`src/rtl/fetch_pkg.sv`:
```
// fetch_pkg: shared types and constants for the instruction fetch stage.
//   XLEN          - datapath / address width
//   NOP_INST      - instruction presented to the decoder when nothing is valid
//   fetch_entry_t - one ring-buffer slot {pc, inst, filled}
//   fetch_pair_t  - {pc, inst} pair handed to the decoder
package fetch_pkg;

   localparam int unsigned XLEN = 32;
   localparam logic [XLEN-1:0] NOP_INST = 32'h0000_0013;

   typedef struct packed {
      logic [XLEN-1:0] pc;
      logic [XLEN-1:0] inst;
      logic            filled;
   } fetch_entry_t;

   typedef struct packed {
      logic [XLEN-1:0] pc;
      logic [XLEN-1:0] inst;
   } fetch_pair_t;

endpackage

```
`src/rtl/fetch_buffer.sv`:
```
// fetch_buffer: in-order ring buffer of fetched instructions.
// An entry is allocated (pc written) when its request is issued, filled
// (inst written) when the response returns, and popped from the head.
// Ports:
//   clk, rst        - clock, synchronous active-high reset
//   i_flush         - drop all entries and rewind every pointer
//   i_alloc_en/pc   - allocate the tail entry with this pc
//   i_fill_en/inst  - fill the oldest unfilled entry with this word
//   i_pop_en        - consume the head entry (ignored if head not valid)
//   o_head_valid    - head entry allocated and filled
//   o_head          - head {pc, inst}; {0, NOP} when not valid
//   o_alloc_cnt     - number of allocated entries
module fetch_buffer
   import fetch_pkg::*;
#(
   parameter  int unsigned DEPTH = 4,
   localparam int unsigned CNT_W = $clog2(DEPTH) + 1
) (
   input  logic             clk,
   input  logic             rst,
   input  logic             i_flush,
   input  logic             i_alloc_en,
   input  logic [XLEN-1:0]  i_alloc_pc,
   input  logic             i_fill_en,
   input  logic [XLEN-1:0]  i_fill_inst,
   input  logic             i_pop_en,
   output logic             o_head_valid,
   output fetch_pair_t      o_head,
   output logic [CNT_W-1:0] o_alloc_cnt
);

   localparam int unsigned PTR_W = $clog2(DEPTH);

   fetch_entry_t     r_entries [DEPTH];
   logic [PTR_W-1:0] r_head;
   logic [PTR_W-1:0] r_tail;
   logic [PTR_W-1:0] r_fill;
   logic [CNT_W-1:0] r_cnt;
   logic             w_head_valid;
   logic             w_pop;

   // Empty buffer leaves head==tail on a possibly stale slot, so gate on count.
   assign w_head_valid = (r_cnt != '0) && r_entries[r_head].filled;
   assign w_pop        = i_pop_en && w_head_valid;

   // Pointer, count and entry storage update.
   always_ff @(posedge clk) begin
      if (rst) begin
         r_head <= '0;
         r_tail <= '0;
         r_fill <= '0;
         r_cnt  <= '0;
         for (int unsigned i = 0; i < DEPTH; i++) begin
            r_entries[i] <= '0;
         end
      end else if (i_flush) begin
         r_head <= '0;
         r_tail <= '0;
         r_fill <= '0;
         r_cnt  <= '0;
         for (int unsigned i = 0; i < DEPTH; i++) begin
            r_entries[i].filled <= 1'b0;
         end
      end else begin
         if (i_alloc_en) begin
            r_entries[r_tail].pc     <= i_alloc_pc;
            r_entries[r_tail].inst   <= NOP_INST;
            r_entries[r_tail].filled <= 1'b0;
            r_tail                   <= r_tail + PTR_W'(1);
         end
         if (i_fill_en) begin
            r_entries[r_fill].inst   <= i_fill_inst;
            r_entries[r_fill].filled <= 1'b1;
            r_fill                   <= r_fill + PTR_W'(1);
         end
         if (w_pop) begin
            r_head <= r_head + PTR_W'(1);
         end
         // Simultaneous alloc and pop leave the count unchanged.
         case ({i_alloc_en, w_pop})
            2'b10:   r_cnt <= r_cnt + CNT_W'(1);
            2'b01:   r_cnt <= r_cnt - CNT_W'(1);
            default: r_cnt <= r_cnt;
         endcase
      end
   end

   // Head presentation: defaults when nothing valid.
   always_comb begin
      o_head.pc   = '0;
      o_head.inst = NOP_INST;
      if (w_head_valid) begin
         o_head.pc   = r_entries[r_head].pc;
         o_head.inst = r_entries[r_head].inst;
      end
   end

   assign o_head_valid = w_head_valid;
   assign o_alloc_cnt  = r_cnt;

endmodule

```
`src/rtl/inst_fetch.sv`:
```
// inst_fetch: front-end fetch stage feeding the instruction decoder.
// Holds the PC, issues word-aligned requests to instruction memory, buffers
// in-order responses with their PCs and hands {pc, inst} pairs to the decoder.
// A redirect flushes the buffer; responses still in flight are counted and
// discarded before fetch resumes at the new PC.
// Optional feature macro: INST_FETCH_PERF_CNT_EN adds perf_fetched (decoder
// handshakes) and perf_dropped (discarded responses) counters.
// Ports:
//   clk, rst                      - clock, synchronous active-high reset
//   imem_req_valid/ready/addr     - request channel to instruction memory
//   imem_resp_valid/data          - in-order response channel
//   redirect_valid/pc             - taken branch/jump from execute
//   inst_valid/ready, inst_out, pc_out - decoder handshake and payload
module inst_fetch
   import fetch_pkg::*;
#(
   parameter logic [31:0] RESET_PC  = 32'h0000_0000,
   parameter int unsigned BUF_DEPTH = 4
) (
   input  logic        clk,
   input  logic        rst,
   output logic        imem_req_valid,
   input  logic        imem_req_ready,
   output logic [31:0] imem_req_addr,
   input  logic        imem_resp_valid,
   input  logic [31:0] imem_resp_data,
   input  logic        redirect_valid,
   input  logic [31:0] redirect_pc,
   output logic        inst_valid,
   input  logic        inst_ready,
`ifdef INST_FETCH_PERF_CNT_EN
   output logic [31:0] perf_fetched,
   output logic [31:0] perf_dropped,
`endif
   output logic [31:0] inst_out,
   output logic [31:0] pc_out
);

   localparam int unsigned CNT_W = $clog2(BUF_DEPTH) + 1;

   logic [XLEN-1:0]  r_pc;
   logic [CNT_W-1:0] r_outstanding;
   logic [CNT_W-1:0] r_drop_cnt;

   logic             w_req_fire;
   logic             w_resp_owed;
   logic             w_fill;
   logic             w_pop;
   logic             w_head_valid;
   fetch_pair_t      w_head;
   logic [CNT_W-1:0] w_alloc_cnt;

   // A response is owed only if something is outstanding or pending drop.
   assign w_resp_owed = imem_resp_valid && ((r_drop_cnt != '0) || (r_outstanding != '0));
   assign w_fill      = imem_resp_valid && !redirect_valid && (r_drop_cnt == '0)
                        && (r_outstanding != '0);
   assign w_pop       = w_head_valid && inst_ready && !redirect_valid;

   assign imem_req_valid = !rst && !redirect_valid && (w_alloc_cnt < CNT_W'(BUF_DEPTH))
                           && (r_drop_cnt == '0);
   assign imem_req_addr  = r_pc;
   assign w_req_fire     = imem_req_valid && imem_req_ready;

   fetch_buffer #(
      .DEPTH (BUF_DEPTH)
   ) u_buf (
      .clk          (clk),
      .rst          (rst),
      .i_flush      (redirect_valid),
      .i_alloc_en   (w_req_fire),
      .i_alloc_pc   (r_pc),
      .i_fill_en    (w_fill),
      .i_fill_inst  (imem_resp_data),
      .i_pop_en     (w_pop),
      .o_head_valid (w_head_valid),
      .o_head       (w_head),
      .o_alloc_cnt  (w_alloc_cnt)
   );

   assign inst_valid = w_head_valid;
   assign inst_out   = w_head.inst;
   assign pc_out     = w_head.pc;

   // PC, in-flight and drop accounting.
   always_ff @(posedge clk) begin
      if (rst) begin
         r_pc          <= RESET_PC;
         r_outstanding <= '0;
         r_drop_cnt    <= '0;
      end else if (redirect_valid) begin
         // Drop count never overflows: issue is blocked while it is non-zero,
         // so outstanding is zero whenever drop_cnt is.
         r_pc          <= {redirect_pc[31:2], 2'b00};
         r_outstanding <= '0;
         r_drop_cnt    <= r_drop_cnt + r_outstanding - CNT_W'(w_resp_owed);
      end else begin
         if (w_req_fire) begin
            r_pc <= r_pc + 32'd4;
         end
         if (imem_resp_valid && (r_drop_cnt != '0)) begin
            r_drop_cnt <= r_drop_cnt - CNT_W'(1);
         end
         case ({w_req_fire, w_fill})
            2'b10:   r_outstanding <= r_outstanding + CNT_W'(1);
            2'b01:   r_outstanding <= r_outstanding - CNT_W'(1);
            default: r_outstanding <= r_outstanding;
         endcase
      end
   end

`ifdef INST_FETCH_PERF_CNT_EN
   logic [31:0] r_perf_fetched;
   logic [31:0] r_perf_dropped;
   logic        w_dropped;

   // Discarded: any owed response in a redirect cycle, else one eaten by drop_cnt.
   assign w_dropped = redirect_valid ? w_resp_owed : (imem_resp_valid && (r_drop_cnt != '0));

   always_ff @(posedge clk) begin
      if (rst) begin
         r_perf_fetched <= '0;
         r_perf_dropped <= '0;
      end else begin
         r_perf_fetched <= r_perf_fetched + 32'(w_pop);
         r_perf_dropped <= r_perf_dropped + 32'(w_dropped);
      end
   end

   assign perf_fetched = r_perf_fetched;
   assign perf_dropped = r_perf_dropped;
`endif

   // Memory must never answer a request that was not issued.
   a_resp_expected: assert property (@(posedge clk) disable iff (rst)
      imem_resp_valid |-> ((r_drop_cnt != '0) || (r_outstanding != '0)));

endmodule

```
`config.mk`:
```
export PLATFORM = sky130hd
export DESIGN_NAME = inst_fetch
export DESIGN_NICKNAME = d
export VERILOG_FILES = /design/src/rtl/fetch_pkg.sv /design/src/rtl/fetch_buffer.sv /design/src/rtl/inst_fetch.sv
export SDC_FILE = /design/constraint.sdc
export NUM_CORES = 1
export LEC_CHECK = 0
export ABC_AREA = 1
export BUFFER_PORTS_ARGS = -buffer_cell sky130_fd_sc_hd__buf_2
export CORE_MARGIN = 2
export CORE_UTILIZATION = 40
export CTS_BUF_LIST = sky130_fd_sc_hd__clkbuf_2 sky130_fd_sc_hd__clkbuf_4 sky130_fd_sc_hd__clkbuf_8
export CTS_CLUSTER_DIAMETER = 200
export CTS_CLUSTER_SIZE = 20
export DETAILED_ROUTE_END_ITERATION = 6
export GPL_ROUTABILITY_DRIVEN = 1
export PLACE_DENSITY = 0.59
export SYNTH_ARGS = -nofsm -noshare
export SYNTH_HDL_FRONTEND = slang
export SYNTH_SLANG_ARGS = --single-unit
```
`constraint.sdc`:
```
create_clock -name clk -period 2.3 [get_ports clk]
set_input_delay 0.23 -clock clk [delete_from_list [all_inputs] [get_ports clk]]
set_output_delay 0.23 -clock clk [all_outputs]
set_load 0.01 [all_outputs]
```
Word-level counts from Yosys, hierarchy flattened
Memory sizes are Yosys's and may differ from the RTL's. A register that Yosys moved wholly into a read port is not among the register bits.
Index checks and enable logic that the tools add are counted.
Cells by class
  eq/ne operators: 4
  $add $sub $neg: 11
  reduce and logical (&&, ||, !) cells: 27
  $lt $le $gt $ge: 1
  multiplexer cells: 32
  bitwise operators: 4
Operators by type and width (number)
  $mux 65: 2
  $reduce_or 65->1: 2
  $mux 32: 2
  $mux 64: 1
  $add 32x3->32 const B: 1
  $mux 1: 17
  $logic_and 1x1->1: 13
  $pmux 3 s2: 2
  $mux 2: 5
  $mux 3: 3
  $reduce_bool 3->1: 3
  $sub 3x1->3 const B: 3
  $reduce_bool 2->1: 4
  $add 2x1->2 const B: 3
  $add 3x1->3 const B: 2
  $eq 2x1->1 const B: 2
  $eq 2x2->1 const B: 2
  $or 1x1->1: 4
  $add 3x3->3: 1
  $logic_not 3->1: 1
  $lt 3x3->1 const B: 1
  $sub 3x1->3: 1
  $logic_not 1->1: 2
  $reduce_or 2->1: 1
  $logic_or 1x1->1: 1
Storage, ports and cells
  output and inout bits: 98
  register bits after elaboration: 47
  bits of input ports: 70
  RAM bits: 260
  memories kept: 1
Memory list
  u_buf.r_entries: words 4, width 65, rd ports 1, clocked after Yosys merged registers in 1, wr ports 4, RTL line fetch_buffer.sv:34  | fetch_entry_t r_entries [DEPTH];

Longest topological paths before layout
Gate-level depths: netlist (run 1).
  depth after elaboration: 11
  mapped depth: 14
  depth with buffers taken out: 13

Modules after synthesis
Synthesis (run 1) repeated with hierarchy kept, for this count alone.
Unflattened totals
  cell total of the unflattened synthesis: 1648
  area total of the unflattened synthesis: 14740.4 µm²
By module, submodules not included
  fetch_buffer: area an instance 12010.3 µm², instances 1, cells each 1207
  inst_fetch: area an instance 2730.1 µm², instances 1, cells each 441

Worst setup path before layout (run 1)
OpenSTA, ideal clock, no wires.
  path kind: register -> register
  from: reg r_drop_cnt[0]
  to: reg r_drop_cnt[2]
  required time: 2.180 ns
  slack: -0.259 ns
  path buffers: 0
  arrival: 2.438 ns
  stages on the path, launching flop included: 14
  cell sequence: dfxtp_1 > inv_1 > ha_1 > inv_1 > o21ai_0 > nand2_1 > ha_1 > inv_1 > ha_1 > fa_1 > xnor2_1 > or2_2 > a21oi_1 > nor3_1
On the way
  word-level cells in the longest chain between the ends: 5
RTL lines
  start, declared: RTL line inst_fetch.sv:43  | logic [CNT_W-1:0] r_drop_cnt;
  start signal, assigned: RTL line inst_fetch.sv:95  | r_drop_cnt <= r_drop_cnt + r_outstanding - CNT_W'(w_resp_owed);
  start signal, assigned: RTL line inst_fetch.sv:101  | r_drop_cnt <= r_drop_cnt - CNT_W'(1);
  parallel branches: the longest is 5 deep, another holds $add 3x3->3
Parallel ways; which one is timed is not known. The select of a mux whose other input is x is not followed.
A chain may end at the register's enable or synchronous reset.

==> flow_summary.json, run 1 <==
{
  "status": "completed",
  "fin_worst_skew_ps": 19.55,
  "hold_path_class": "input port to flop",
  "syn_area_per_cell_um2": 8.974,
  "grt_pass1_wl_mm": 60.97,
  "placed_cells": 2152,
  "fmax_mhz": 436.1,
  "grt_usage_pct": 21.37,
  "ant_nets": 0,
  "netlist.area_leader.share_pct": 52.49,
  "die_h_um": 192.3,
  "firstDrtPassIters": 5,
  "grt_pass1_vias": 10717,
  "cp-start-kind": "flop",
  "setup_violations": 0,
  "ys_ff_latch": 299,
  "r2r_start": "r_drop_cnt[1]",
  "fin_crit_ps": 2293,
  "vdd_ir_drop_max_v": 0.0003204,
  "wire_per_inst_um": 18.54,
  "critPathMaxStageDelay_ps": 390,
  "grt-ovfl-total": 0,
  "totalWireLength_mm": 41.28,
  "p_leak_nw": 6.719,
  "fin_util_pct": 49.02,
  "path_clk_slew_ps": 130,
  "cts-htree-levels": 1,
  "ys_warn_count": 0,
  "die_w_um": 192.3,
  "cts_buffer_depth": 3,
  "antenna_cells": 0,
  "maxCapViolCount": 0,
  "numCtsBuffers": 18,
  "finalNetCount": 1848,
  "syn_to_final_growth_pct": 19.92,
  "n_fill_cell": 3296,
  "critPathMaxFanout": 62,
  "reg2reg_slack_ps": 30,
  "synth_cells": 1581,
  "fp-row-count": 68,
  "pre_cts_slack_ps": -135.2,
  "crit_path_end_kind": "output port",
  "timing.hold.ws_ps": 25.26,
  "via_count": 11531,
  "synth_area_um2": 14190,
  "drive_gt1_share_pct": 20.27,
  "post_drt_via_cell_ratio": 5.180,
  "setup_slack_ps": 6.783,
  "start_util_pct": 40.87,
  "ios": 168,
  "port_buffers": 161,
  "dp_hpwl_mm": 23.54,
  "crit_required_ps": 2070,
  "slew_headroom_pct": 57.42,
  "cts_tree": "yes",
  "design_area_um2": 17020,
  "r2r_end": "r_drop_cnt[2]",
  "ff2ff_path_depth": 14,
  "path_cells": "buf_8, o21ai_0, o221ai_2, buf_2",
  "gp_congestion": 0.8731,
  "final-instance-count-excl-fill": 2226,
  "holdCritStartpoint": "redirect_pc[7]",
  "grt_max_degree": 63,
  "drc": 0,
  "synth_cell_types": 35,
  "cp_slowest_cell": "dfxtp_4",
  "powerDensity_nw_per_um2": 576.2,
  "synth_area_leaders": "edfxtp_1, nor2_1, dfxtp_1",
  "root_buffer": "clkbuf_8",
  "insertion_delay_ps": 550,
  "rsz0062_at_grt": "yes",
  "ys_seq_area_share_pct": 59.68,
  "fin_crit_sh_pct": 99.71,
  "hold_violations": 0,
  "cts_num_sinks": 299,
  "crit_arrival_ps": 2060,
  "dpl_cell_area_um2": 15620,
  "setup.worst_path.class": "flop to output port",
  "die_area_um2": 36990,
  "endpoint": "inst_out[4]",
  "antenna_found_initial": 0,
  "dr.first_iter.drc_count": 842,
  "worst_slew_pin_slew_ps": 638.0,
  "maxSlewViolCount": 0,
  "yosysTopAreaCell": "edfxtp_1",
  "core_um2": 34710
}
-- layout make-up --
| type | count | area [um2] | area share [%] |
|---|---|---|---|
| sequential | 299 | 8478 | 49.83 |
| tap | 455 | 569.3 | 3.346 |
| timing repair buffer | 243 | 1936 | 11.38 |
| inverter | 125 | 473.0 | 2.780 |
| clock buffer | 32 | 359.1 | 2.110 |
| multi-input combinational | 1072 | 5200 | 30.56 |
-- layout by cell type (no fill, tap or decap), types with 7 or more instances in the layout --
master         instances
inv_2                  7
nor2_1               525
buf_6                 11
nand2_2               15
buf_12                13
dlygate4sd3_1         19
nand3_1               48
a21oi_4               12
a21oi_2               33
nand2_1              134
buf_4                 34
inv_1                115
buf_2                152
edfxtp_1             248
a21oi_1               54
o21ai_0              164
o21ai_1               15
clkbuf_8              19
clkbuf_4              13
xor2_1                 8
ha_1                  13
dfxtp_1               47
-- cell families (layout without fill, tap and decap cells) --
family                     after synthesis  in the layout  share of synthesized area, %
buffers and inverters                  213            400                         6.314
other                                    1              4                       0.02643
DFF                                    299            299                         59.68
AOI/OAI and AO/OA                      292            292                         10.51
xor gates and xnor gates                 9              9                        0.5556
adders and majority gates               19             19                         1.834
and+or+nand+nor                        748            748                         21.08
-- critical path, delay by kind of cell (launching register included) --
family,cells,cell delay (ps)
compound gates,2,490
buf+inv,2,570
flops,1,390
-- synth_stat cells --
cell type and count:
nand2_2 11, buf_6 1, nor3_1 3, nand4_4 2
nor2_4 3, buf_2 40, or2_2 2, nand2_1 139
ha_1 16, edfxtp_1 248, dfxtp_1 51, nand3b_1 1
o21a_1 2, o21ai_0 171, conb_1 1, fa_1 3
a211oi_1 1, nand4_1 1, nand3_1 54, and2_1 1
inv_1 119, clkinv_2 1, a21oi_1 99, clkbuf_1 37
a22oi_1 2, nor2_2 5, o221ai_1 3, inv_2 4
clkinv_1 1, a31oi_1 5, xnor2_1 1, nor2_1 526
buf_4 10, o21ai_1 9, xor2_1 8
-- flip-flops by register name, summed over array words and instances, names as in the netlist, named ones only --
signal,flops
u_buf.r_entries,252
imem_req_addr,30
r_drop_cnt,3
r_outstanding,3
u_buf.o_alloc_cnt,3
u_buf.r_fill,2
u_buf.r_head,2
u_buf.r_tail,2
-- worst min-delay path by stage --
stage / endpoint / slack (ps) / cells after the start
after floorplan: imem_req_addr[3] / 390 / 2
after global placement: u_buf.r_entries[1][0] / 460 / 2
after detailed placement: u_buf.r_entries[1][0] / 460 / 2
after CTS: u_buf.r_entries[0][22] / 2 / 3
after global routing: u_buf.r_entries[3][22] / 2 / 3
final: imem_req_addr[7] / 30 / 5
-- metrics by stage --
step | TNS [ps] | power (mW)
2_1_floorplan | -149.5 | 6.778
3_3_place_gp | -67.47 | 7.137
3_5_place_dp | -135.2 | 7.156
4_1_cts | -270.6 | 9.826
5_1_grt | -3122 | 10.19
6_report | 0 | 9.805
-- power by group --
group	switching (mW)	internal, mW	total, mW
logic	0.622	0.366	0.987
registers	0.104	6.06	6.17
clock network	1.66	0.990	2.65
total	2.38	7.42	9.80
-- routing by layer --
| layer | GRT usage [%] | share of wire (%) | vias to the layer above |
|---|---|---|---|
| met2 | 35.36 | 48 | 400 |
| met3 | 2.528 | 6.7 | 36 |
| met4 | 3.494 | 1.5 | 0 |
| met1 | 30.69 | 44 | 5551 |
| met5 | 0 | 0 | - |
| li1 | - | - | 5544 |
-- timing repair --
item	CTS	global route
endpoints found under the hold margin	22	0
resized for setup	58	58
buffers inserted	6	7
pin swaps	7	15
gates cloned	3	8
endpoints found under the setup margin	63	66
hold buffers	19	0
(Power assumes the default switching activity.)
==> run 2: changes to the inputs <==
--- a/config.mk
+++ b/config.mk
@@ -14,7 +14,8 @@
 export CTS_CLUSTER_SIZE = 20
 export DETAILED_ROUTE_END_ITERATION = 6
 export GPL_ROUTABILITY_DRIVEN = 1
-export PLACE_DENSITY = 0.59
+export HOLD_SLACK_MARGIN = 0.08
+export PLACE_DENSITY = 0.56
 export SYNTH_ARGS = -nofsm -noshare
 export SYNTH_HDL_FRONTEND = slang
 export SYNTH_SLANG_ARGS = --single-unit
==> constraint.sdc (replaced) <==
create_clock -name clk -period 2.4 [get_ports clk]
set_input_delay 0.24 -clock clk [delete_from_list [all_inputs] [get_ports clk]]
set_output_delay 0.24 -clock clk [all_outputs]
set_load 0.01 [all_outputs]
==> run 2 against run 1 <==
  * Global-route usage decreased by 0.16 points
  * Critical path depth up 9
  * Power decreased by 3.8%
  * Routed wire length is 3.2% lower
  * Critical endpoint is now r_drop_cnt[2]
  * Highest routed layer unchanged
  * Sequential power down 4.1%
  * Count of clock-buffer cells in the layout unchanged
  * Cell area is 0.76% lower
  * Largest power group unchanged
  * Clock skew grew 4.7 ps
==> flow_summary.json, run 2 (synthesized netlist as in run 1, its figures left out) <==
{
  "drive_gt1_share_pct": 16.99,
  "via_count": 11558,
  "crit_path_end_kind": "flop",
  "timing.hold.ws_ps": 114.5,
  "cts_tree": "yes",
  "ant_nets": 0,
  "status": "completed",
  "start_util_pct": 40.87,
  "path_clk_slew_ps": 140,
  "port_buffers": 161,
  "setup.worst_path.class": "flop to flop",
  "slew_headroom_pct": 62.44,
  "numCtsBuffers": 18,
  "r2r_end": "r_drop_cnt[2]",
  "die_w_um": 192.3,
  "root_buffer": "clkbuf_8",
  "finalPower_mw": 9.431,
  "fin_crit_ps": 2318,
  "die_area_um2": 36990,
  "antenna_cells": 0,
  "cts-htree-levels": 1,
  "cp-start-kind": "flop",
  "post_drt_via_cell_ratio": 5.123,
  "critPathLaunch": "r_drop_cnt[0]",
  "endpoint": "r_drop_cnt[2]",
  "crit_arrival_ps": 2770,
  "largest_reg_flops": 252,
  "p_leak_nw": 6.738,
  "critPathMaxFanout": 2,
  "powerDensity_nw_per_um2": 558.5,
  "fp-row-count": 68,
  "ios": 168,
  "setup_violations": 0,
  "maxSlewViolCount": 0,
  "fin_crit_sh_pct": 96.58,
  "grt_max_degree": 125,
  "core_um2": 34710,
  "hold_violations": 0,
  "dp_hpwl_mm": 23.97,
  "firstDrtPassIters": 5,
  "die_h_um": 192.3,
  "wire_per_inst_um": 17.71,
  "hold_path_class": "input port to flop",
  "fmax_mhz": 431.4,
  "cts_buffer_depth": 3,
  "reg2reg_slack_ps": 80,
  "fin_worst_skew_ps": 24.26,
  "grt_pass1_vias": 11243,
  "layout_commonest_cell": "nor2_1",
  "grt-ovfl-total": 0,
  "crit_required_ps": 2860,
  "worst_slew_pin_slew_ps": 562.8,
  "dr.first_iter.drc_count": 875,
  "syn_to_final_growth_pct": 19.01,
  "gp_congestion": 0.8757,
  "antenna_found_initial": 0,
  "grt_pass1_wl_mm": 60.75,
  "regMostFlops": "u_buf.r_entries",
  "drc": 0,
  "cts_num_sinks": 299,
  "grt_usage_pct": 21.21,
  "final_cell_mix": "nor2_1, edfxtp_1, o21ai_0",
  "totalWireLength_mm": 39.96,
  "r2r_start": "r_drop_cnt[0]",
  "ff2ff_path_depth": 13,
  "maxCapViolCount": 0,
  "finalNetCount": 1878,
  "vdd_ir_drop_max_v": 0.0002708,
  "insertion_delay_ps": 570
}
## run 2: worst max-delay path: stages (launching register included)
cell and delay [ps]:
dfxtp_2 350, inv_2 70, ha_4 130, inv_4 40, o21ai_4 160, nand2_2 80, ha_4 260, inv_2 30
ha_2 160, fa_2 370, xnor2_2 140, or2_4 230, a21oi_2 120, nor3_1 50
## run 2: worst min path at each step
stage,depth (start not counted),start,to,slack (ps)
final,3,imem_req_ready,u_buf.r_tail[0],110
after global routing,3,imem_req_ready,u_buf.r_tail[0],100
after CTS,3,imem_req_ready,u_buf.r_tail[0],80
after detailed placement,2,u_buf.r_entries[1][0],u_buf.r_entries[1][0],460
after global placement,2,u_buf.r_entries[1][0],u_buf.r_entries[1][0],460
after floorplan,2,redirect_pc[3],imem_req_addr[3],400
## run 2: metal layers
metal  GRT usage, %  up-vias  share of wire [%]
met5              0        -                  0
met1          29.80     5585                 46
li1               -     5604                  -
met4          4.727        0                1.8
met3          2.291       49                5.3
met2          35.45      320                 47
## run 2: metrics by stage
step / setup TNS (ps) / cells / cell area, um2 / utilization, % / setup WS, ps
5_1_grt: -26.60 / 2256 / 16890 / 48.64 / -13.88
4_1_cts: -14.85 / 2249 / 16650 / 47.96 / -7.859
2_1_floorplan: -49.50 / 1584 / 14220 / - / -49.50
3_3_place_gp: 0 / 2152 / 15600 / 44.94 / 22.97
6_report: 0 / 2256 / 16890 / 48.64 / 82.18
3_5_place_dp: -28.29 / 2152 / 15600 / 44.94 / -28.29
## run 2: cell type report
cell class	count	area [um2]
inverters	125	475.5
repair buffers	273	2024
multi-input cells	1072	4982
well taps	455	569.3
flip-flops and latches	299	8476
clock buffers	32	359.1
fillers	3296	17830
## run 2: repair_timing
action                     4_1_cts  5_1_grt
hold buffers                    64        0
pin swaps                        0       12
setup endpoints to repair       39       48
buffers inserted                 1        5
resized for setup               11       43
hold endpoints to repair       158        0
gates cloned                     0        2
## run 2: power breakdown
group          switching, mW  internal [mW]
combinational          0.587          0.382
sequential             0.102           5.81
clock                   1.60          0.949
